### src/rtl/micro_sequencer_pkg.sv
// micro_sequencer_pkg
//   Shared definitions for the multi-cycle RISC-V control sequencer:
//   state encoding, the opcode constants of the supported instruction
//   classes, the ALU operand-B / ALU-op encodings and the control word
//   that the decoder drives and the top level exposes.
package micro_sequencer_pkg;

  typedef enum logic [2:0] {
    S_IF    = 3'd0,
    S_ID    = 3'd1,
    S_EX    = 3'd2,
    S_MEM   = 3'd3,
    S_WB    = 3'd4,
    S_HALT  = 3'd5,
    S_FAULT = 3'd6
  } state_t;

  localparam logic [6:0] OP_R      = 7'b0110011;
  localparam logic [6:0] OP_I      = 7'b0010011;
  localparam logic [6:0] OP_LOAD   = 7'b0000011;
  localparam logic [6:0] OP_STORE  = 7'b0100011;
  localparam logic [6:0] OP_BRANCH = 7'b1100011;
  localparam logic [6:0] OP_JAL    = 7'b1101111;
  localparam logic [6:0] OP_JALR   = 7'b1100111;
  localparam logic [6:0] OP_ECALL  = 7'b1110011;

  // ALU operand B select
  localparam logic [1:0] SRCB_B    = 2'd0;
  localparam logic [1:0] SRCB_FOUR = 2'd1;
  localparam logic [1:0] SRCB_IMM  = 2'd2;

  // ALU operation
  localparam logic [1:0] ALUOP_ADD   = 2'd0;
  localparam logic [1:0] ALUOP_FUNCT = 2'd2;

  typedef struct packed {
    logic       pc_write;
    logic       i_or_d;
    logic       mem_read;
    logic       mem_write;
    logic       mem_to_reg;
    logic       ir_write;
    logic       reg_write;
    logic       alu_src_a;   // 0 = PC, 1 = A
    logic [1:0] alu_src_b;
    logic [1:0] alu_op;
  } ctrl_t;

endpackage

### src/rtl/micro_sequencer_decoder.sv
// micro_decoder
//   Purely combinational decode of (state, opcode, mem_ready, bcond,
//   halt_req) into the datapath control word and the proposed next state.
//   The memory wait timeout is applied by the caller on top of this.
// Ports:
//   i_state        current sequencer state
//   i_opcode       IR[6:0]
//   i_mem_ready    memory completes the current access this cycle
//   i_bcond        branch-taken flag (meaningful in EX)
//   i_halt_req     ECALL halt condition (meaningful in EX)
//   o_ctrl         control word for the datapath
//   o_next_state   next state ignoring the wait timeout
module micro_decoder
  import micro_sequencer_pkg::*;
#(
  parameter int HALT_ON_ILLEGAL = 1
) (
  input  state_t     i_state,
  input  logic [6:0] i_opcode,
  input  logic       i_mem_ready,
  input  logic       i_bcond,
  input  logic       i_halt_req,
  output ctrl_t      o_ctrl,
  output state_t     o_next_state
);

  always_comb begin
    o_ctrl       = '0;
    o_next_state = i_state;
    case (i_state)
      S_IF: begin
        o_ctrl.mem_read = 1'b1;
        o_ctrl.ir_write = i_mem_ready;
        if (i_mem_ready) o_next_state = S_ID;
      end
      S_ID: o_next_state = S_EX;
      S_EX: begin
        case (i_opcode)
          OP_R, OP_I: begin
            o_ctrl.alu_src_a = 1'b1;
            o_ctrl.alu_src_b = (i_opcode == OP_R) ? SRCB_B : SRCB_IMM;
            o_ctrl.alu_op    = ALUOP_FUNCT;
            o_next_state     = S_WB;
          end
          OP_LOAD, OP_STORE: begin
            o_ctrl.alu_src_a = 1'b1;
            o_ctrl.alu_src_b = SRCB_IMM;
            o_ctrl.alu_op    = ALUOP_ADD;
            o_next_state     = S_MEM;
          end
          OP_BRANCH: begin
            o_ctrl.alu_src_b = i_bcond ? SRCB_IMM : SRCB_FOUR;
            o_ctrl.pc_write  = 1'b1;
            o_next_state     = S_IF;
          end
          OP_JAL, OP_JALR: begin
            // ALUOut <= PC+4 as the link value written back in WB
            o_ctrl.alu_src_b = SRCB_FOUR;
            o_next_state     = S_WB;
          end
          OP_ECALL: begin
            if (i_halt_req) begin
              o_next_state = S_HALT;
            end else begin
              o_ctrl.alu_src_b = SRCB_FOUR;
              o_ctrl.pc_write  = 1'b1;
              o_next_state     = S_IF;
            end
          end
          default: begin
            if (HALT_ON_ILLEGAL != 0) begin
              o_next_state = S_FAULT;
            end else begin
              o_ctrl.alu_src_b = SRCB_FOUR;
              o_ctrl.pc_write  = 1'b1;
              o_next_state     = S_IF;
            end
          end
        endcase
      end
      S_MEM: begin
        case (i_opcode)
          OP_LOAD: begin
            o_ctrl.mem_read = 1'b1;
            o_ctrl.i_or_d   = 1'b1;
            if (i_mem_ready) o_next_state = S_WB;
          end
          OP_STORE: begin
            o_ctrl.mem_write = 1'b1;
            o_ctrl.i_or_d    = 1'b1;
            if (i_mem_ready) begin
              o_ctrl.alu_src_b = SRCB_FOUR;
              o_ctrl.pc_write  = 1'b1;
              o_next_state     = S_IF;
            end
          end
          // IR changed under a memory access: nothing sane to do
          default: o_next_state = S_FAULT;
        endcase
      end
      S_WB: begin
        case (i_opcode)
          OP_R, OP_I, OP_LOAD: begin
            o_ctrl.reg_write  = 1'b1;
            o_ctrl.mem_to_reg = (i_opcode == OP_LOAD);
            o_ctrl.alu_src_b  = SRCB_FOUR;
            o_ctrl.pc_write   = 1'b1;
            o_next_state      = S_IF;
          end
          OP_JAL, OP_JALR: begin
            // target = PC+imm (JAL) or A+imm (JALR)
            o_ctrl.reg_write = 1'b1;
            o_ctrl.alu_src_a = (i_opcode == OP_JALR);
            o_ctrl.alu_src_b = SRCB_IMM;
            o_ctrl.pc_write  = 1'b1;
            o_next_state     = S_IF;
          end
          default: o_next_state = S_FAULT;
        endcase
      end
      S_HALT:  o_next_state = S_HALT;
      S_FAULT: o_next_state = S_FAULT;
      default: o_next_state = S_FAULT;
    endcase
  end

endmodule

### src/rtl/micro_sequencer.sv
// micro_sequencer
//   Multi-cycle control sequencer (IF/ID/EX/MEM/WB) with sticky HALT and
//   FAULT states and a memory wait timeout. Holds the state register, the
//   wait counter and the status flags; decode lives in micro_decoder.
// Ports:
//   clk, reset           clock; asynchronous active-high reset
//   opcode               IR[6:0]
//   mem_ready            memory completes the current access
//   bcond, halt_req      branch-taken / ECALL-halt, valid in EX
//   pc_write .. alu_op   datapath controls
//   state                current state (debug)
//   halted, fault        sticky status flags
module micro_sequencer
  import micro_sequencer_pkg::*;
#(
  parameter int MEM_TIMEOUT     = 16,
  parameter int HALT_ON_ILLEGAL = 1
) (
  input  logic       clk,
  input  logic       reset,
  input  logic [6:0] opcode,
  input  logic       mem_ready,
  input  logic       bcond,
  input  logic       halt_req,
  output logic       pc_write,
  output logic       i_or_d,
  output logic       mem_read,
  output logic       mem_write,
  output logic       mem_to_reg,
  output logic       ir_write,
  output logic       reg_write,
  output logic       alu_src_a,
  output logic [1:0] alu_src_b,
  output logic [1:0] alu_op,
  output logic [2:0] state,
  output logic       halted,
  output logic       fault
);

  localparam int                WAIT_W    = $clog2(MEM_TIMEOUT + 1);
  localparam logic [WAIT_W-1:0] WAIT_LAST = WAIT_W'(MEM_TIMEOUT - 1);
  localparam logic [WAIT_W-1:0] WAIT_MAX  = WAIT_W'(MEM_TIMEOUT);

  state_t            r_state;
  state_t            w_next_state;
  state_t            w_dec_next_state;
  logic [WAIT_W-1:0] r_wait;
  logic              r_halted;
  logic              r_fault;
  ctrl_t             w_ctrl;
  logic              w_mem_phase;
  logic              w_timeout;

  micro_decoder #(
    .HALT_ON_ILLEGAL(HALT_ON_ILLEGAL)
  ) u_decoder (
    .i_state     (r_state),
    .i_opcode    (opcode),
    .i_mem_ready (mem_ready),
    .i_bcond     (bcond),
    .i_halt_req  (halt_req),
    .o_ctrl      (w_ctrl),
    .o_next_state(w_dec_next_state)
  );

  assign w_mem_phase = (r_state == S_IF) || (r_state == S_MEM);
  // This cycle would be wait number MEM_TIMEOUT; mem_ready high still rescues it.
  assign w_timeout   = w_mem_phase && !mem_ready && (r_wait == WAIT_LAST);

  always_comb begin
    w_next_state = w_dec_next_state;
    if (w_timeout) w_next_state = S_FAULT;
  end

  always_ff @(posedge clk or posedge reset) begin
    if (reset) r_state <= S_IF;
    else       r_state <= w_next_state;
  end

  // Every entry into IF/MEM comes from a non-memory state or with
  // mem_ready=1, so clearing there also clears on entry.
  always_ff @(posedge clk or posedge reset) begin
    if (reset) begin
      r_wait <= '0;
    end else if (!w_mem_phase || mem_ready) begin
      r_wait <= '0;
    end else if (r_wait != WAIT_MAX) begin
      r_wait <= r_wait + 1'b1;
    end
  end

  always_ff @(posedge clk or posedge reset) begin
    if (reset) begin
      r_halted <= 1'b0;
      r_fault  <= 1'b0;
    end else begin
      r_halted <= r_halted | (w_next_state == S_HALT);
      r_fault  <= r_fault  | (w_next_state == S_FAULT);
    end
  end

  assign pc_write   = w_ctrl.pc_write;
  assign i_or_d     = w_ctrl.i_or_d;
  assign mem_read   = w_ctrl.mem_read;
  assign mem_write  = w_ctrl.mem_write;
  assign mem_to_reg = w_ctrl.mem_to_reg;
  assign ir_write   = w_ctrl.ir_write;
  assign reg_write  = w_ctrl.reg_write;
  assign alu_src_a  = w_ctrl.alu_src_a;
  assign alu_src_b  = w_ctrl.alu_src_b;
  assign alu_op     = w_ctrl.alu_op;
  assign state      = r_state;
  assign halted     = r_halted;
  assign fault      = r_fault;

endmodule

### config.mk
export PLATFORM = sky130hd
export DESIGN_NAME = micro_sequencer
export DESIGN_NICKNAME = d
export VERILOG_FILES = /design/src/rtl/micro_sequencer_pkg.sv /design/src/rtl/micro_sequencer_decoder.sv /design/src/rtl/micro_sequencer.sv
export SDC_FILE = /design/constraint.sdc
export NUM_CORES = 1
export LEC_CHECK = 0
export CORE_ASPECT_RATIO = 0.8
export CORE_UTILIZATION = 25
export CTS_CLUSTER_DIAMETER = 200
export DETAILED_ROUTE_END_ITERATION = 7
export SETUP_SLACK_MARGIN = 0.1
export SLEW_MARGIN = 20
export SYNTH_ARGS = -nofsm -noshare
export SYNTH_HDL_FRONTEND = slang
export SYNTH_SLANG_ARGS = --single-unit
export TNS_END_PERCENT = 50
### constraint.sdc
create_clock -name clk -period 2.65 [get_ports clk]
set_input_delay 0.53 -clock clk [delete_from_list [all_inputs] [get_ports clk]]
set_output_delay 0.53 -clock clk [all_outputs]
set_load 0.01 [all_outputs]
# After elaboration in Yosys (flattened, before gate mapping)
# Index checks and enable logic that the tools add are counted.
# op_classes
add_sub_neg	1
n_eq_ne	17
n_bitwise	2
reduce_logical	15
mux	40
# op_table
cell	n
7-bit == test, second input constant	4
3-bit two-way mux	6
3-bit case mux with 6 select lines	1
1-bit two-way mux	17
7-bit by 6-bit == test with 1-bit output, second input constant	2
3-bit == test, second input constant	4
3-bit case mux with 4 select lines	1
2-bit two-way mux	5
5-bit two-way mux	2
2-bit case mux with 5 select lines	1
4-bit OR reduction	2
7-bit by 2-bit == test with 1-bit output, second input constant	1
7-bit by 5-bit == test with 1-bit output, second input constant	1
3-bit by 2-bit == test with 1-bit output, second input constant	2
1-bit case mux with 2 select lines	3
2-bit case mux with 3 select lines	1
3-bit case mux with 2 select lines	1
2-bit OR reduction	3
5-bit by 1-bit adder with 5-bit output, second input constant	1
5-bit by 4-bit == test with 1-bit output, second input constant	1
5-bit != test, second input constant	1
5-bit OR reduction	1
2-bit case mux with 2 select lines	1
3-bit by 1-bit == test with 1-bit output, second input constant	1
8 further kinds	12
# totals
regBits	10
inputBits	12
word_cells	79

# Longest topological paths before layout
# Gate-level depths: netlist of the first run.
# depth
depth_word	7
depth_mapped	7
mapped_depth_nobuf	7

# Hierarchy
# From an unflattened synthesis of the first run, not the netlist that was laid out.
# unflattened
cells_unflattened	111
hier_area_um2	874.6
# modules_own_cells
mod	seq_area_each_um2	n_inst	cells_each	area_per_inst_um2
micro_sequencer	250.2	1	42	452.9
micro_decoder	0.0	1	69	421.7

# Worst setup path before layout of the first run
# No wires, ideal clock.
# synth_path
kind	in2out
from	input opcode[3]
to	output pc_write
path_buffers	0
cell_stages	5
slack_ns	0.466
required_ns	2.120
arrival_time_ns	1.654
cell_sequence	and4bb_4 nand2_4 nor3_1 a32oi_1 o211ai_1
# synth_via
elab_chain_len	4
word_cells_on_any_way	13
classes_between	eq/ne: 8; mux: 4; reduce/logical: 1
# synth_lines
element	line_no	text
start: declaration	micro_sequencer.sv:21	input logic [6:0] opcode,
7-bit by 5-bit == test with 1-bit output, or another cell as far along	micro_sequencer_decoder.sv:38, micro_sequencer_decoder.sv:102	
5-bit OR reduction (no source line)	--	
1-bit two-way mux	micro_sequencer_decoder.sv:102	case (i_opcode)
1-bit case mux with 3 select lines *	micro_sequencer_decoder.sv:30	case (i_state)
end: declaration	micro_sequencer.sv:25	output logic pc_write,
# Mark *: on every way between the ends. The rest lies on a longest branch, timed or not.

# Final worst setup path of the first run
# layout_path
from	input opcode[5]
to	output alu_src_a
# layout_via
elab_chain_len	4
word_cells_on_any_way	11
classes_between	eq/ne: 6; mux: 3; reduce/logical: 2
# layout_lines
element	line_no	text
7-bit by 6-bit == test with 1-bit output, or another cell as far along	micro_sequencer_decoder.sv:38	case (i_opcode)
4-bit OR reduction (no source line) or 2-bit OR reduction (tied branches)	--	
1-bit two-way mux (on tied branches)	micro_sequencer_decoder.sv:38, micro_sequencer_decoder.sv:102	
1-bit case mux with 2 select lines *	micro_sequencer_decoder.sv:30	
end: declaration	micro_sequencer.sv:32	output logic alu_src_a,
# Marks and branches as above.

==> results of run 1 <==
[power by group through the flow]
| stage | clock, mW | combinational (mW) | sequential, mW |
|---|---|---|---|
| global placement | 0 | 0.365 | 0.215 |
| detailed placement | 0 | 0.371 | 0.217 |
| CTS | 0.196 | 0.374 | 0.215 |
| finish | 0.190 | 0.375 | 0.214 |
| floorplan | 0 | 0.206 | 0.212 |
| global route | 0.207 | 0.411 | 0.220 |
[cell usage after synthesis]
master	n
dfrtp_1	10
inv_1	10
nor2_1	10
nand2_1	8
nor3_1	6
a21oi_1	4
buf_2	4
ha_1	3
nand3_1	3
o211ai_1	3
a211o_1	2
a21o_1	2
a221o_1	2
and2_1	2
nor2b_1	2
o2111ai_1	2
xnor2_1	2
a31o_2	1
a31oi_1	1
a32o_1	1
a32oi_1	1
and2_2	1
and3_1	1
and4_1	1
and4bb_4	1
buf_4	1
clkbuf_1	1
conb_1	1
mux2i_1	1
nand2_4	1
nand2b_1	1
nand4_1	1
nand4b_1	1
nor2_4	1
nor3b_2	1
nor4b_1	1
o21ai_0	1
o21bai_1	1
o22ai_1	1
o311a_1	1
or3_2	1
or4_1	1
xor2_1	1
[sequential cells by signal, summed over array words and instances (netlist names)]
signal and cells:
fault 1, halted 1, r_wait 5, state 3
[per-layer routing]
metal,up-vias,track usage,routed length (um),share of wire
met2,16,0.2602,1217,0.48
met3,2,0.02586,69,0.027
met1,447,0.2131,1235,0.49
met5,-,0,0,0
met4,0,0.04255,19,0.0075
li1,462,-,-,-
[repair_timing]
action,4_1_cts,5_1_grt
buffers inserted,1,0
endpoints found under the setup margin,10,2
pin swaps,4,0
resized for setup,37,3
[cells by family after synthesis]
group,synth area share
and+or+nand+nor,0.3097
AOI/OAI and AO/OA,0.2115
buffers and inverters,0.08309
DFF,0.3021
adders and majority gates,0.04532
xor gates and xnor gates,0.03173
other,0.004527
muxes,0.01209
[stage by stage]
step | area [sq um] | hold WS [ns]
6_report | 1359 | 0.4539
5_1_grt | 1359 | 0.4960
4_1_cts | 1351 | 0.4658
3_5_place_dp | 1303 | 0.4504
3_3_place_gp | 1303 | 0.4456
2_1_floorplan | 828.3 | 0.3702
[layout make-up]
type	instances	area share
multi-input cells	75	0.3932
clock buffers	4	0.04052
inverters	10	0.02762
well taps	40	0.03683
flip-flops and latches	10	0.1842
repair buffers	51	0.3177
[how the worst min path moves through the flow]
stage | from | end | cells after the start
3_3_place_gp | fault$_DFF_PP0_ | fault$_DFF_PP0_ | 1
6_report | halted$_DFF_PP0_ | halted$_DFF_PP0_ | 1
3_5_place_dp | halted$_DFF_PP0_ | halted$_DFF_PP0_ | 1
5_1_grt | halted$_DFF_PP0_ | halted$_DFF_PP0_ | 1
2_1_floorplan | reset | fault$_DFF_PP0_ | 1
4_1_cts | halted$_DFF_PP0_ | halted$_DFF_PP0_ | 1
==> out/metrics.csv, run 1 <==
metric;value;unit
leakage;0.6244;nW
fp.dieH;53.49;um
hold_buffers;0;
synth.avg_cell_area;8.201;sq um
p_sw;283.9;uW
hp-class;reg -> reg;
vias_per_cell;4.879;
coreArea;3131;sq um
num_vias;927;
clock_tree.buffer_depth;2;
final_hold_viol_count;0;
grt_pass1_vias;886;
clock_skew;0.0007491;ns
drtIter0Drc;26;
ys_warn_count;0;
synthTopCellsByArea;dfrtp_1, ha_1, inv_1;
comb_power_share;0.481;
gp_congestion;0.8137;
routedWlPerCell;13.38;um
path_depth;6;
path_max_fanout;6;
crit_top_cell;nand2_1;
grt_overflow;0;
yosysTopAreaCell;dfrtp_1;
seq_power_share;0.275;
start_kind;input pin;
layout_common_cells;buf_4, clkdlybuf4s50_1, inv_1, dfrtp_1, nor2_1;
ir_drop;0.0003297;V
cp.required;2.12;ns
max_freq;0.4094;GHz
cp-startpoint;opcode[5];
tritoncts;built;
die_area;3549;sq um
instances_no_fill;190;
rows;18;
worst_r2r_endpoint;fault$_DFF_PP0_;
dpl.cell_count;185;
path_cells;clkdlybuf4s50_1, nand2_1, nor2_2, nand2_1, o22ai_1, clkdlybuf4s15_1;
grt_max_degree;11;
clk_pin_slew;0.05;ns
mostFrequentLayoutCell;buf_4;
grt_use_total;0.1581;
nFillCells;322;
cp_slowest_cell;clkdlybuf4s50_1;
setup_viol;0;
seq_area;250.2;sq um
first_pass_iters;4;
cts.sinks;10;
slew_violations;0;
syn_area;828.3;sq um
worst_ep_arrival_time;1.91;ns
antenna_found_initial;0;
ys_seq_elements;10;
synth.distinct_cells;43;
cts-root-buf;clkbuf_8;
rr_worst_depth;7;
io_pins;29;
clkLatencyLatePin;0.24;ns
slew_headroom;0.4498;
routed_wl;2542;um
setup_slack;0.2073;ns
power_density;573.6;nW/um^2
syn_inst;101;
multi_input_area;534.3;sq um
crit_type;in -> out;
yosys.area.top_type_share;0.3021;
dp_hpwl;2084;um
synth.net_count;116;
postRouteAntennaNets;0;
cap_violations;0;
cp_top_family;buffers and inverters;
layout-drive-gt1-share;0.3067;
rr_startpoint;r_wait[0]$_DFFE_PP0P_;
endpoint_kind;primary output;
rsz0062_at_grt;false;
final_period_minus_worst_setup_slack;2.443;ns
antennaDiodeCount;0;
final_util;0.4341;
swShare;0.3643;
tns;0;ns
fp.dieW;66.36;um
status;finished, final reports clean;
worstSetupEndpoint;alu_src_a;
drt_drc_violations_left;0;
area_growth;64.05;%
total_power;779.3;uW
max_stage_delay;0.59;ns
layout.nets;166;
fin_crit_sh;0.9218;
start_util;0.2646;
clkPwrFrac;0.244;
p_int;495.5;uW
grt_pass1_wl;4112;um
seq_area_frac_synth;0.3021;
reg2reg_slack;0.59;ns
cts_made_buffers;3;
numPortBuffers;27;
crit_buf_inv;2;
dpl_worst_slack;-0.3967;ns
cts_htree_levels;1;
tightest_slew;0.8138;ns
(Power assumes the default switching activity.)
==> run 2: changes to the inputs <==
clock period = 2.5 ns   (was 2.65 ns; I/O delays follow)
==> run 2 against run 1 <==
- flip-flop and latch count did not move
- die area did not move
- clock-buffer cell count did not move
- total power rose by 9.1%
- critical path depth fell by 2
- sequential share of layout area fell by 0.69 points
==> out/metrics.csv, run 2 (synthesis results as in run 1) <==
metric;value;unit;change
max_freq;0.4244;GHz;
clock_skew;0.0009034;ns;was 0.0007491 ns
layout_common_cells;buf_4, inv_1, dfrtp_1, clkdlybuf4s50_1;;was buf_4, clkdlybuf4s50_1, inv_1, dfrtp_1, nor2_1
hp-class;reg -> reg;;unchanged
ir_drop;0.0004155;V;was 0.0003297 V
wl_met1;1184;um;was 1235 um
antennaDiodeCount;0;;unchanged
die_area;3549;sq um;unchanged
drt_drc_violations_left;0;;unchanged
slew_violations;0;;unchanged
tns;0;ns;unchanged
grt_max_degree;11;;unchanged
final_period_minus_worst_setup_slack;2.356;ns;
grt_pass1_wl;3981;um;was 4112 um
area_growth;70.39;%;was 64.05%
fp.dieH;53.49;um;unchanged
layout.nets;172;;was 166
leakage;0.6685;nW;was 0.6244 nW
rsz0062_at_grt;true;;was false
gp_congestion;0.8380;;was 0.8137
fin_crit_sh;0.9424;;
cts_made_buffers;3;;unchanged
setup_slack;0.1440;ns;was 0.2073 ns
largest_reg_flops;5;;unchanged
clock_tree.buffer_depth;2;;unchanged
mostFrequentLayoutCell;buf_4;;unchanged
vias_per_cell;4.893;;was 4.879
clkLatencyLatePin;0.24;ns;about the same
wl_met2;1224;um;was 1217 um
drtIter0Drc;34;;was 26
start_kind;flop;;was input pin
placed_area;1318;sq um;was 1303 sq um
cts.sinks;10;;unchanged
layout-drive-gt1-share;0.3397;;was 0.3067
highest_layer;met4;;unchanged
grt_pass1_vias;898;;was 886
cap_violations;0;;unchanged
tritoncts;built;;unchanged
num_vias;959;;was 927
dpl_worst_slack;-0.5100;ns;was -0.3967 ns
first_pass_iters;4;;unchanged
start_util;0.2646;;unchanged
total_power;850.0;uW;was 779.3 uW
power_density;602.3;nW/um^2;was 573.6 nW/um^2
slew_headroom;0.4271;;was 0.4498
antenna_found_initial;0;;unchanged
status;finished, final reports clean;;unchanged
wl_met3;115;um;was 69 um
max_flop_register;r_wait;;unchanged
path_max_fanout;7;;was 6
dp_hpwl;2020;um;was 2084 um
nFillCells;306;;was 322
routed_wl;2548;um;was 2542 um
cts-root-buf;clkbuf_8;;unchanged
worst_ep_arrival_time;1.86;ns;was 1.91 ns
final_hold_viol_count;0;;unchanged
fp.dieW;66.36;um;unchanged
final_util;0.4508;;was 0.4341
grt_use_total;0.1507;;was 0.1581
io_pins;29;;unchanged
coreArea;3131;sq um;unchanged
postRouteAntennaNets;0;;unchanged
cts_htree_levels;1;;unchanged
grt_overflow;0;;unchanged
crit_type;reg -> out;;was in -> out
routedWlPerCell;13.00;um;was 13.38 um
clk_pin_slew;0.05;ns;about the same
cp.required;2.00;ns;was 2.12 ns
rows;18;;unchanged
setup_viol;0;;unchanged
endpoint_kind;primary output;;unchanged
hold_buffers;0;;unchanged
tightest_slew;0.8475;ns;was 0.8138 ns
numPortBuffers;27;;unchanged
final_area;1411;sq um;was 1359 sq um
run 2: layout make-up:
class | count | area, sq um | share of cell area
Inverter | 10 | 37.54 | 0.02660
Sequential cell | 10 | 250.2 | 0.1773
Multi-Input combinational cell | 75 | 548.0 | 0.3883
Timing Repair Buffer | 57 | 470.5 | 0.3333
Tap cell | 40 | 50.05 | 0.03546
Clock buffer | 4 | 55.05 | 0.03901
run 2: worst max-delay path, cell delays in order (launching register included):
cell             delay (ns)
dfrtp_1                0.44
buf_4                  0.18
nor3_1                 0.23
and2_1                 0.22
clkdlybuf4s50_1        0.55
run 2: final timing paths:
kind	from	endpoint	slack [ns]	cells after the start
setup reg to reg	r_wait[1]$_DFFE_PP0P_	fault$_DFF_PP0_	0.44	7
hold / removal	fault$_DFF_PP0_	fault$_DFF_PP0_	0.46	1
setup / recovery	state[0]$_DFF_PP0_	ir_write	0.14	4
max in group asynchronous	reset	r_wait[1]$_DFFE_PP0P_	1.67	2
hold reg to reg	fault$_DFF_PP0_	fault$_DFF_PP0_	0.46	1
min in group asynchronous	reset	fault$_DFF_PP0_	0.54	2
run 2: routing by layer:
metal	vias up	GRT usage
li1	472	-
met1	453	0.1923
met2	32	0.2670
met3	2	0.03448
met4	0	0.01418
met5	-	0
run 2: per-stage QoR:
stage	instances	hold slack, ns
after floorplan	101	0.3402
after global placement	187	0.4484
after detailed placement	187	0.4545
after CTS	195	0.4656
after global routing	196	0.4887
final	196	0.4607
run 2: timing repair:
| action | 4_1_cts | 5_1_grt |
|---|---|---|
| setup buffers | 4 | 1 |
| resized for setup | 39 | 6 |
| setup endpoints to repair | 10 | 5 |
| pin swaps | 4 | 2 |
run 2: where the power goes:
group          total, mW  leakage, nW  internal (mW)  switching (mW)
clock network      0.202       0.0288          0.138          0.0640
logic              0.421        0.516          0.206           0.215
registers          0.226        0.124          0.194          0.0320
